==> src/rtl/jtframe_ba_arbiter.sv <==
// jtframe_ba_arbiter
// Shares one SDRAM bank port among N requesters. One transaction is granted at a
// time. The bank handshake strobes (ack/dst/rdy) are routed only to the current
// owner. A hung transaction, where rdy never arrives, is aborted after TOUT cycles
// so the bank cannot lock up.
//
// Build option: define JTFRAME_ARB_RR_EN for round-robin arbitration. The search
// starts at owner+1. Without it, fixed priority applies and the lowest index wins.
//
// Ports
//   clk, rst          SDRAM clock, synchronous active-high reset
//   req_addr/din/...  packed requester buses, requester k at slice k
//   req_rd/req_wr     request levels, one bit per requester
//   req_ack/dst/rdy   handshake strobes routed to the owner only
//   ba_*              bank side: address/data/mask mux, rd/wr out, ack/dst/rdy in
//   owner             current or last grantee
//   busy              a transaction is in progress
//   tout_err          high during the DATA cycle in which a timeout abort happens
module jtframe_ba_arbiter #(
    parameter int N    = 3,
    parameter int AW   = 22,
    parameter int OW   = 2,
    parameter int TOUT = 255
) (
    input  logic            clk,
    input  logic            rst,
    input  logic [N*AW-1:0] req_addr,
    input  logic [N-1:0]    req_rd,
    input  logic [N-1:0]    req_wr,
    input  logic [N*16-1:0] req_din,
    input  logic [N*2-1:0]  req_din_m,
    output logic [N-1:0]    req_ack,
    output logic [N-1:0]    req_dst,
    output logic [N-1:0]    req_rdy,
    output logic [AW-1:0]   ba_addr,
    output logic            ba_rd,
    output logic            ba_wr,
    output logic [15:0]     ba_din,
    output logic [1:0]      ba_din_m,
    input  logic            ba_ack,
    input  logic            ba_dst,
    input  logic            ba_rdy,
    output logic [OW-1:0]   owner,
    output logic            busy,
    output logic            tout_err
);

    typedef enum logic [1:0] {IDLE, REQ, DATA} state_t;

    state_t          state_q;
    logic [OW-1:0]   owner_q;
    logic [OW-1:0]   winner_d;
    logic [7:0]      cnt_q;

    logic [AW-1:0]   addr_a [N];
    logic [15:0]     din_a  [N];
    logic [1:0]      msk_a  [N];
    logic [N-1:0]    own_hot;
    logic [N-1:0]    req_any;
    logic [N-1:0]    cand;
    logic            found;
    int              off;

    // Unpack the requester buses and decode the owner as a one-hot mask
    for (genvar gi = 0; gi < N; gi++) begin : g_slice
        assign addr_a[gi]  = req_addr[gi*AW +: AW];
        assign din_a[gi]   = req_din[gi*16 +: 16];
        assign msk_a[gi]   = req_din_m[gi*2 +: 2];
        assign own_hot[gi] = (owner_q == OW'(gi));
    end

    assign req_any = req_rd | req_wr;

    logic own_rd, own_wr, st_req, st_data, tout_hit, live;
    assign own_rd   = |(req_rd & own_hot);
    assign own_wr   = |(req_wr & own_hot);
    assign st_req   = (state_q == REQ);
    assign st_data  = (state_q == DATA);
    // cnt_q is 0 in the first DATA cycle, so TOUT-1 marks the TOUT-th cycle
    assign tout_hit = (cnt_q == 8'(TOUT - 1));
    // Strobes are cut while reset is held so an abandoned access is not reported
    assign live     = ~rst;

`ifdef JTFRAME_ARB_RR_EN
    logic [2*N-1:0] dbl;
`endif

    // Winner search. The candidate vector is rotated so that bit 0 is the first
    // index to consider. The first set bit then gives the offset of the winner.
    always_comb begin
        found = 1'b0;
        off   = 0;
`ifdef JTFRAME_ARB_RR_EN
        dbl  = {req_any, req_any} >> (int'(owner_q) + 1);
        cand = dbl[N-1:0];
`else
        cand = req_any;
`endif
        for (int i = 0; i < N; i++) begin
            if (!found && cand[0]) begin
                off   = i;
                found = 1'b1;
            end
            cand = cand >> 1;
        end
`ifdef JTFRAME_ARB_RR_EN
        winner_d = OW'((int'(owner_q) + 1 + off) % N);
`else
        winner_d = OW'(off);
`endif
    end

    always_ff @(posedge clk) begin
        if (rst) begin
            state_q <= IDLE;
            owner_q <= '0;
            cnt_q   <= '0;
        end else begin
            case (state_q)
                IDLE: begin
                    if (|req_any) begin
                        owner_q <= winner_d;
                        state_q <= REQ;
                    end
                end
                REQ: begin
                    if (ba_ack) begin
                        cnt_q   <= '0;
                        // ack and rdy together: the access completes at once
                        state_q <= ba_rdy ? IDLE : DATA;
                    end else if (!own_rd && !own_wr) begin
                        state_q <= IDLE;
                    end
                end
                DATA: begin
                    if (ba_rdy || tout_hit) begin
                        state_q <= IDLE;
                    end else begin
                        cnt_q <= cnt_q + 8'd1;
                    end
                end
                default: state_q <= IDLE;
            endcase
        end
    end

    // Bank side. A write wins over a read when both are requested.
    assign ba_addr  = addr_a[owner_q];
    assign ba_din   = din_a[owner_q];
    assign ba_din_m = msk_a[owner_q];
    assign ba_wr    = st_req & own_wr;
    assign ba_rd    = st_req & own_rd & ~own_wr;

    // Requester side. Strobes arriving in the wrong phase are dropped.
    assign req_ack  = own_hot & {N{live & ba_ack & st_req}};
    assign req_dst  = own_hot & {N{live & ba_dst & st_data}};
    assign req_rdy  = own_hot & {N{live & ba_rdy & (st_data | (st_req & ba_ack))}};

    assign owner    = owner_q;
    assign busy     = (state_q != IDLE);
    assign tout_err = live & st_data & tout_hit & ~ba_rdy;

endmodule

==> config.mk <==
export PLATFORM = sky130hd
export DESIGN_NAME = jtframe_ba_arbiter
export DESIGN_NICKNAME = d
export VERILOG_FILES = /design/src/rtl/jtframe_ba_arbiter.sv
export SDC_FILE = /design/constraint.sdc
export NUM_CORES = 1
export LEC_CHECK = 0
export ABC_CLOCK_PERIOD_IN_PS = 3950
export CORE_MARGIN = 5
export CORE_UTILIZATION = 30
export CTS_BUF_LIST = sky130_fd_sc_hd__clkbuf_16
export CTS_CLUSTER_SIZE = 20
export DETAILED_ROUTE_END_ITERATION = 7
export PLACE_DENSITY = 0.94
export REMOVE_ABC_BUFFERS = 1
export SYNTH_ARGS = -nofsm -noshare
export SYNTH_HDL_FRONTEND = slang
export SYNTH_SLANG_ARGS = --single-unit
==> constraint.sdc <==
create_clock -name clk -period 3.95 [get_ports clk]
set_input_delay 0.395 -clock clk [delete_from_list [all_inputs] [get_ports clk]]
set_output_delay 0.395 -clock clk [all_outputs]
set_load 0.01 [all_outputs]
==> metrics.txt, run 1 <==
cell family with most CP delay=buffers and inverters; Crit Path Class=reg -> out; antenna viol nets, final=0; max incr delay on CP=between 0.8 and 0.9 ns; WP buf/inv=2; largest net degree at the start of global routing=50; Top-Level Pins=roughly 190; GRT overflow=0; CTS tree=yes; area leader, netlist=mux2i_1; Final Cycle Share=between 70% and 80%; Synth top cells by count=nand2_1 (45), mux2i_1 (42), o21ai_0 (41), nor2_1 (13), dfxtp_1 (12); DR vias=approximately 2400; Die Y=about 83 um; ratio of total power to cell area=a little under 200 mW/mm^2; Setup WS post-layout=approximately 1.0 ns; Hold Fails Final Rpt=0; startpoint types=register; starting density of the core=between 30 and 40%; Post-synth EDFFs=0; TritonCTS Buffers=3; Die Width=83.1 um; Area growth, synth to finish=123%; Top FF cell, synth=dfxtp_1; Vias/cell=between 5 and 6; clk sink count=12; Worst Hold End=cnt_q[5]; synthesized area=roughly 0.0016 mm^2; synth top area cells=mux2i_1 (26%), dfxtp_1 (15%), o21ai_0 (13%), nand2_1 (11%), nor2_1 (3.0%); setup TNS=0 ns; crit path cell chain=buf_4 > mux2i_1 > o21ai_0 > clkdlybuf4s50_1; share of cells above drive strength 1=3.94%; r2r setup slk=2.16 ns; Synth Area per Inst=approximately 6.9 um^2; GRT Overall Usage=22.6%; Initial DRC Count=77; number of cells upsized or downsized after cts=0; max cap viols=0; status=finished clean; n_diodes=0; leak pwr=between 1 and 1.5 nW; Worst IR Drop VDD=about 0.27 mV; HPWL after detailed placement=a little under 7000 um; GPL Wtd Cong=~0.84; Worst R2R End=state_q[0]; HP Start=cnt_q[5]; sequential cell area fraction in the yosys report=about 15%; fmax=between 300 and 400 MHz; htree depth=1; Ys Warns=0; DR pass1 iterations=4; clk slew on worst S/H paths=0.04 ns; number of setup buffers added after CTS=0; Core ar.=between 0.005 and 0.006 mm^2; first-pass GRT wire length=approximately 13000 um; worst skew pair latency=roughly 0.24 ns; crit end category=primary output; Place WS=1.23 ns; top-count cell post-synth=nand2_1; Slowest cell on crit path=dfxtp_2; #FFs+latches synth=12; WL final=8320 um; worst r2r path cells=4; I/O Buffers=roughly 190; asr flop ratio synth=0%; nets=540; Hold WC Path Type=reg -> reg; Root Driver=clkbuf_16; worst slew pin tran=0.801 ns; Max-slew headroom=46.6%; CTS Buffer Depth=2; initial antenna violation count=0; Worst EP required=between 3 and 4 ns; Setup violations, final=0; hold buffers post-CTS=0; DIE AREA=a little under 0.007 mm^2; crit-path max FO=29; hold path depth=1; Worst R2R Start=owner[0]; vias in the first global route=roughly 2500; Worst Hold Slack=0.484 ns; Cell Rows=26; RSZ-0062 raised after global routing=false; critical path arrival=roughly 2.6 ns; DR WL/cell=between 15 and 20 um; Distinct cells, synth=37; Final Slew Violations=0; # DRC=0; Worst Clk Skew=approximately 0.0017 ns; Post-Synthesis Cells=between 200 and 250; top-area cell type share of the netlist area=between 20% and 30%; min cycle time layout=approximately 3 ns
==> registers in the layout, indices dropped and copies added, names as in the netlist <==
register,flops
cnt_q,8
owner,2
state_q,2
==> layout make-up <==
| type | count | area, um^2 |
|---|---|---|
| Timing Repair Buffer | 188 | 1870 |
| Tap cell | 70 | 87.6 |
| Clock buffer | 3 | 75.1 |
| Fill cell | 413 | 1570 |
| Inverter | 2 | 7.51 |
| Clock inverter | 1 | 3.75 |
| Sequential cell | 12 | 241 |
| Multi-Input combinational cell | 200 | 1280 |
==> worst max-delay path by stage <==
stage	startpoint	endpoint	slack, ns	cells after the start
2_1_floorplan	owner[0]	ba_rd	0.008	3
3_3_place_gp	rst	tout_err	1.29	4
3_5_place_dp	owner[0]	ba_din_m[0]	1.23	4
4_1_cts	owner[0]	ba_din_m[0]	0.97	4
5_1_grt	owner[0]	ba_din_m[0]	0.86	4
6_report	owner[0]	ba_din_m[0]	1.0	4
==> metrics by stage <==
| stage | cell area (um^2) | cells | utilization, % | total power [mW] |
|---|---|---|---|---|
| floorplan | 1530 | 214 | - | 0.254 |
| CTS | 3570 | 476 | 69.5 | 0.703 |
| global placement | 3500 | 472 | 68.0 | 0.507 |
| global route | 3570 | 476 | 69.5 | 0.736 |
| finish | 3570 | 476 | 69.5 | 0.699 |
| detailed placement | 3500 | 472 | 68.0 | 0.517 |
==> kinds of logic (layout without fill, tap and decap cells) <==
logic type	Yosys count	after routing	synth area share, %
AOI/OAI and AO/OA	63	63	24.3
and+or+nand+nor	91	91	26.7
adders and majority gates	2	2	1.56
buffers and inverters	19	194	4.92
DFF	12	12	15.0
xor gates and xnor gates	1	1	0.547
muxes	43	43	27.0
==> placed cells by master (no fill, tap or decap), types with 2 or more instances in the layout <==
master,count
dfxtp_1,11
nand3_1,3
a21oi_1,6
buf_4,3
and3_1,4
nand2b_1,5
mux2i_1,42
clkbuf_16,3
inv_1,2
nand3b_1,2
or3_1,2
nor2_1,13
a2bb2oi_1,2
nor3_1,7
nor4_1,2
a22o_1,2
a211o_2,2
ha_1,2
o21ai_0,41
or2b_1,2
a31oi_1,3
nand2_1,45
clkdlybuf4s50_1,185
==> worst register-to-register path, cell delays in order, from the launching register on <==
cell       delay, ns
dfxtp_2         0.83
mux2i_1         0.30
a2bb2oi_1       0.27
a21oi_1         0.10
o21a_1          0.19
==> layer usage <==
layer / up-vias / GRT usage (%) / wire length (um)
met4: 0 / 7.13 / 260
met3: 21 / 4.46 / 506
met1: 1112 / 25.4 / 3200
met5: - / 0 / 0
li1: 1185 / - / -
met2: 116 / 42.2 / 4350
==> where the power goes <==
group	internal, mW	total, mW	switching [mW]
Combinational	0.245	0.381	0.136
Sequential	0.125	0.133	0.00843
Clock	0.133	0.185	0.0522
(Power assumes the default switching activity.)
==> inputs of run 2 (changes only) <==
--- a/config.mk
+++ b/config.mk
@@ -5,13 +5,13 @@
 export SDC_FILE = /design/constraint.sdc
 export NUM_CORES = 1
 export LEC_CHECK = 0
-export ABC_CLOCK_PERIOD_IN_PS = 3950
+export ABC_CLOCK_PERIOD_IN_PS = 2400
 export CORE_MARGIN = 5
-export CORE_UTILIZATION = 30
+export CORE_UTILIZATION = 25
 export CTS_BUF_LIST = sky130_fd_sc_hd__clkbuf_16
 export CTS_CLUSTER_SIZE = 20
 export DETAILED_ROUTE_END_ITERATION = 7
-export PLACE_DENSITY = 0.94
+export PLACE_DENSITY = 0.85
 export REMOVE_ABC_BUFFERS = 1
 export SYNTH_ARGS = -nofsm -noshare
 export SYNTH_HDL_FRONTEND = slang
==> constraint.sdc (replaced) <==
create_clock -name clk -period 2.4 [get_ports clk]
set_input_delay 0.24 -clock clk [delete_from_list [all_inputs] [get_ports clk]]
set_output_delay 0.24 -clock clk [all_outputs]
set_load 0.01 [all_outputs]
==> metrics.txt, run 2 (same netlist as run 1, synthesis figures left out) <==
status=finished clean; antenna viol nets, final=0; Most Frequent Cell on Critical Path=clkdlybuf4s50_1; Die Width=90.0 um; ratio of total power to cell area=between 300 and 400 mW/mm^2; Die Y=90.0 um; crit end category=primary output; Setup WS post-layout=0.121 ns; clk slew on worst S/H paths=around 0.040 ns; Place WS=roughly 0.18 ns; leak pwr=around 1.3 nW; initial antenna violation count=0; WL final=between 8000 and 9000 um; crit path cell chain=clkdlybuf4s50_1 > or4b_4 > nor2_1 > clkdlybuf4s50_1; min cycle time layout=2.28 ns; Worst Clk Skew=~0.0011 ns; DR WL/cell=~18 um; Hold WC Path Type=reg -> reg; starting density of the core=roughly 26%; Slowest cell on crit path=or4b_4; HPWL after detailed placement=7140 um; Area growth, synth to finish=126%; number of setup buffers added after CTS=0; vias in the first global route=between 2000 and 2500; max cap viols=0; hold path depth=1; Worst IR Drop VDD=0.342 mV; HP Start=cnt_q[5]; Top-Level Pins=186; worst r2r path cells=4; r2r setup slk=around 0.73 ns; Util after Layout=approximately 58%; Hold Fails Final Rpt=0; Reg area=roughly 240 um^2; TritonCTS Buffers=3; GRT overflow=0; DIE AREA=0.00811 mm^2; GPL Wtd Cong=just under 0.9; Top reg by flops=cnt_q; # DRC=0; worst slew pin tran=roughly 0.49 ns; Initial DRC Count=56; startpoint types=input pin; # fillers=between 500 and 600; first-pass GRT wire length=between 10000 and 15000 um; nets=between 500 and 600; Worst R2R End=cnt_q[3]; Final Cycle Share=around 95%; share of cells above drive strength 1=4.66%; GRT Overall Usage=roughly 19%; Worst R2R Start=state_q[1]; RSZ-0062 raised after global routing=false; max reg flops=8; CTS Buffer Depth=2; CTS tree=yes; clk sink count=12; commonest non-fill, non-tap cells in the layout=clkdlybuf4s50_1 (185), nand2_1 (45), mux2i_1 (42); n_diodes=0; commonest non-fill, non-tap cell in the layout=clkdlybuf4s50_1; Worst EP required=roughly 2.2 ns; Crit Path Class=in -> out; Max-slew headroom=between 60% and 70%; fmax=439 MHz; max incr delay on CP=between 0.6 and 0.7 ns; Core ar.=around 0.0063 mm^2; Cell Rows=29; DR vias=2398; Power Total=between 1 and 1.5 mW; I/O Buffers=~190; Setup violations, final=0; largest net degree at the start of global routing=45; Worst Hold End=cnt_q[5]; DR pass1 iterations=4; Multi-input gate area=roughly 0.0013 mm^2; htree depth=1; Vias/cell=between 4 and 5; worst skew pair latency=0.24 ns; crit-path max FO=5; Final Slew Violations=0; critical path arrival=2.04 ns; Root Driver=clkbuf_16
## run 2: cell types whose count changed in the layout (fill, tap and decap cells not counted)
cell     previous run  this run
dfxtp_2             1         2
buf_12              0         2
dfxtp_1            11        10
## run 2: per-layer routing
layer	GRT usage [%]	routed length [um]	share of wire (%)
met1	21.2	3240	38
met2	38.1	4730	55
met3	3.92	453	5.3
met4	3.97	134	1.6
met5	0	0	0
## run 2: worst max-delay path: cells and delay by family
family        cells  cell delay, ns
buf+inv           2            1.04
simple gates      2            0.75
## run 2: layout make-up
| type | instances | share of cell area [%] |
|---|---|---|
| Tap cell | 77 | 2.66 |
| Inverter | 2 | 0.207 |
| Sequential cell | 12 | 6.70 |
| Timing Repair Buffer | 190 | 52.8 |
| Clock inverter | 1 | 0.104 |
| Clock buffer | 3 | 2.07 |
| Multi-Input combinational cell | 200 | 35.5 |
## run 2: metrics by stage
| stage | cells | hold WS, ns | setup TNS (ns) | cell area (um^2) |
|---|---|---|---|---|
| 3_5_place_dp | 481 | 0.469 | 0 | 3540 |
| 3_3_place_gp | 481 | 0.464 | 0 | 3540 |
| 6_report | 485 | 0.477 | 0 | 3620 |
| 4_1_cts | 485 | 0.475 | 0 | 3620 |
| 5_1_grt | 485 | 0.541 | 0 | 3620 |
| 2_1_floorplan | 214 | 0.309 | -43.55 | 1530 |
## run 2: what timing repair did
item	in CTS	in global routing
endpoints found under the setup margin	0	1
hold buffers	0	0
gates resized for setup	0	1
## run 2: power breakdown
group          internal [mW]  switching [mW]  total, mW  leakage [nW]
clock                  0.219          0.0885      0.308        0.0385
combinational          0.410           0.232      0.642          1.12
sequential             0.205         0.00886      0.214        0.0979
## run 2: worst max path at each step
stage | from | end | slack [ns] | cells past startpoint
after floorplan | owner[0] | ba_rd | -1.39 | 3
after global placement | ba_rdy | tout_err | 0.21 | 4
after detailed placement | ba_rdy | tout_err | 0.18 | 4
after CTS | ba_rdy | tout_err | 0.14 | 4
after global routing | owner[0] | ba_rd | 0.004 | 4
final | ba_rdy | tout_err | 0.12 | 4
==> inputs of run 3 (changes only) <==
--- a/config.mk
+++ b/config.mk
@@ -5,7 +5,6 @@
 export SDC_FILE = /design/constraint.sdc
 export NUM_CORES = 1
 export LEC_CHECK = 0
-export ABC_CLOCK_PERIOD_IN_PS = 2400
 export CORE_MARGIN = 5
 export CORE_UTILIZATION = 25
 export CTS_BUF_LIST = sky130_fd_sc_hd__clkbuf_16
==> results of run 3 <==
Same layout as run 2: the final DEF is identical, and so are final timing and power.
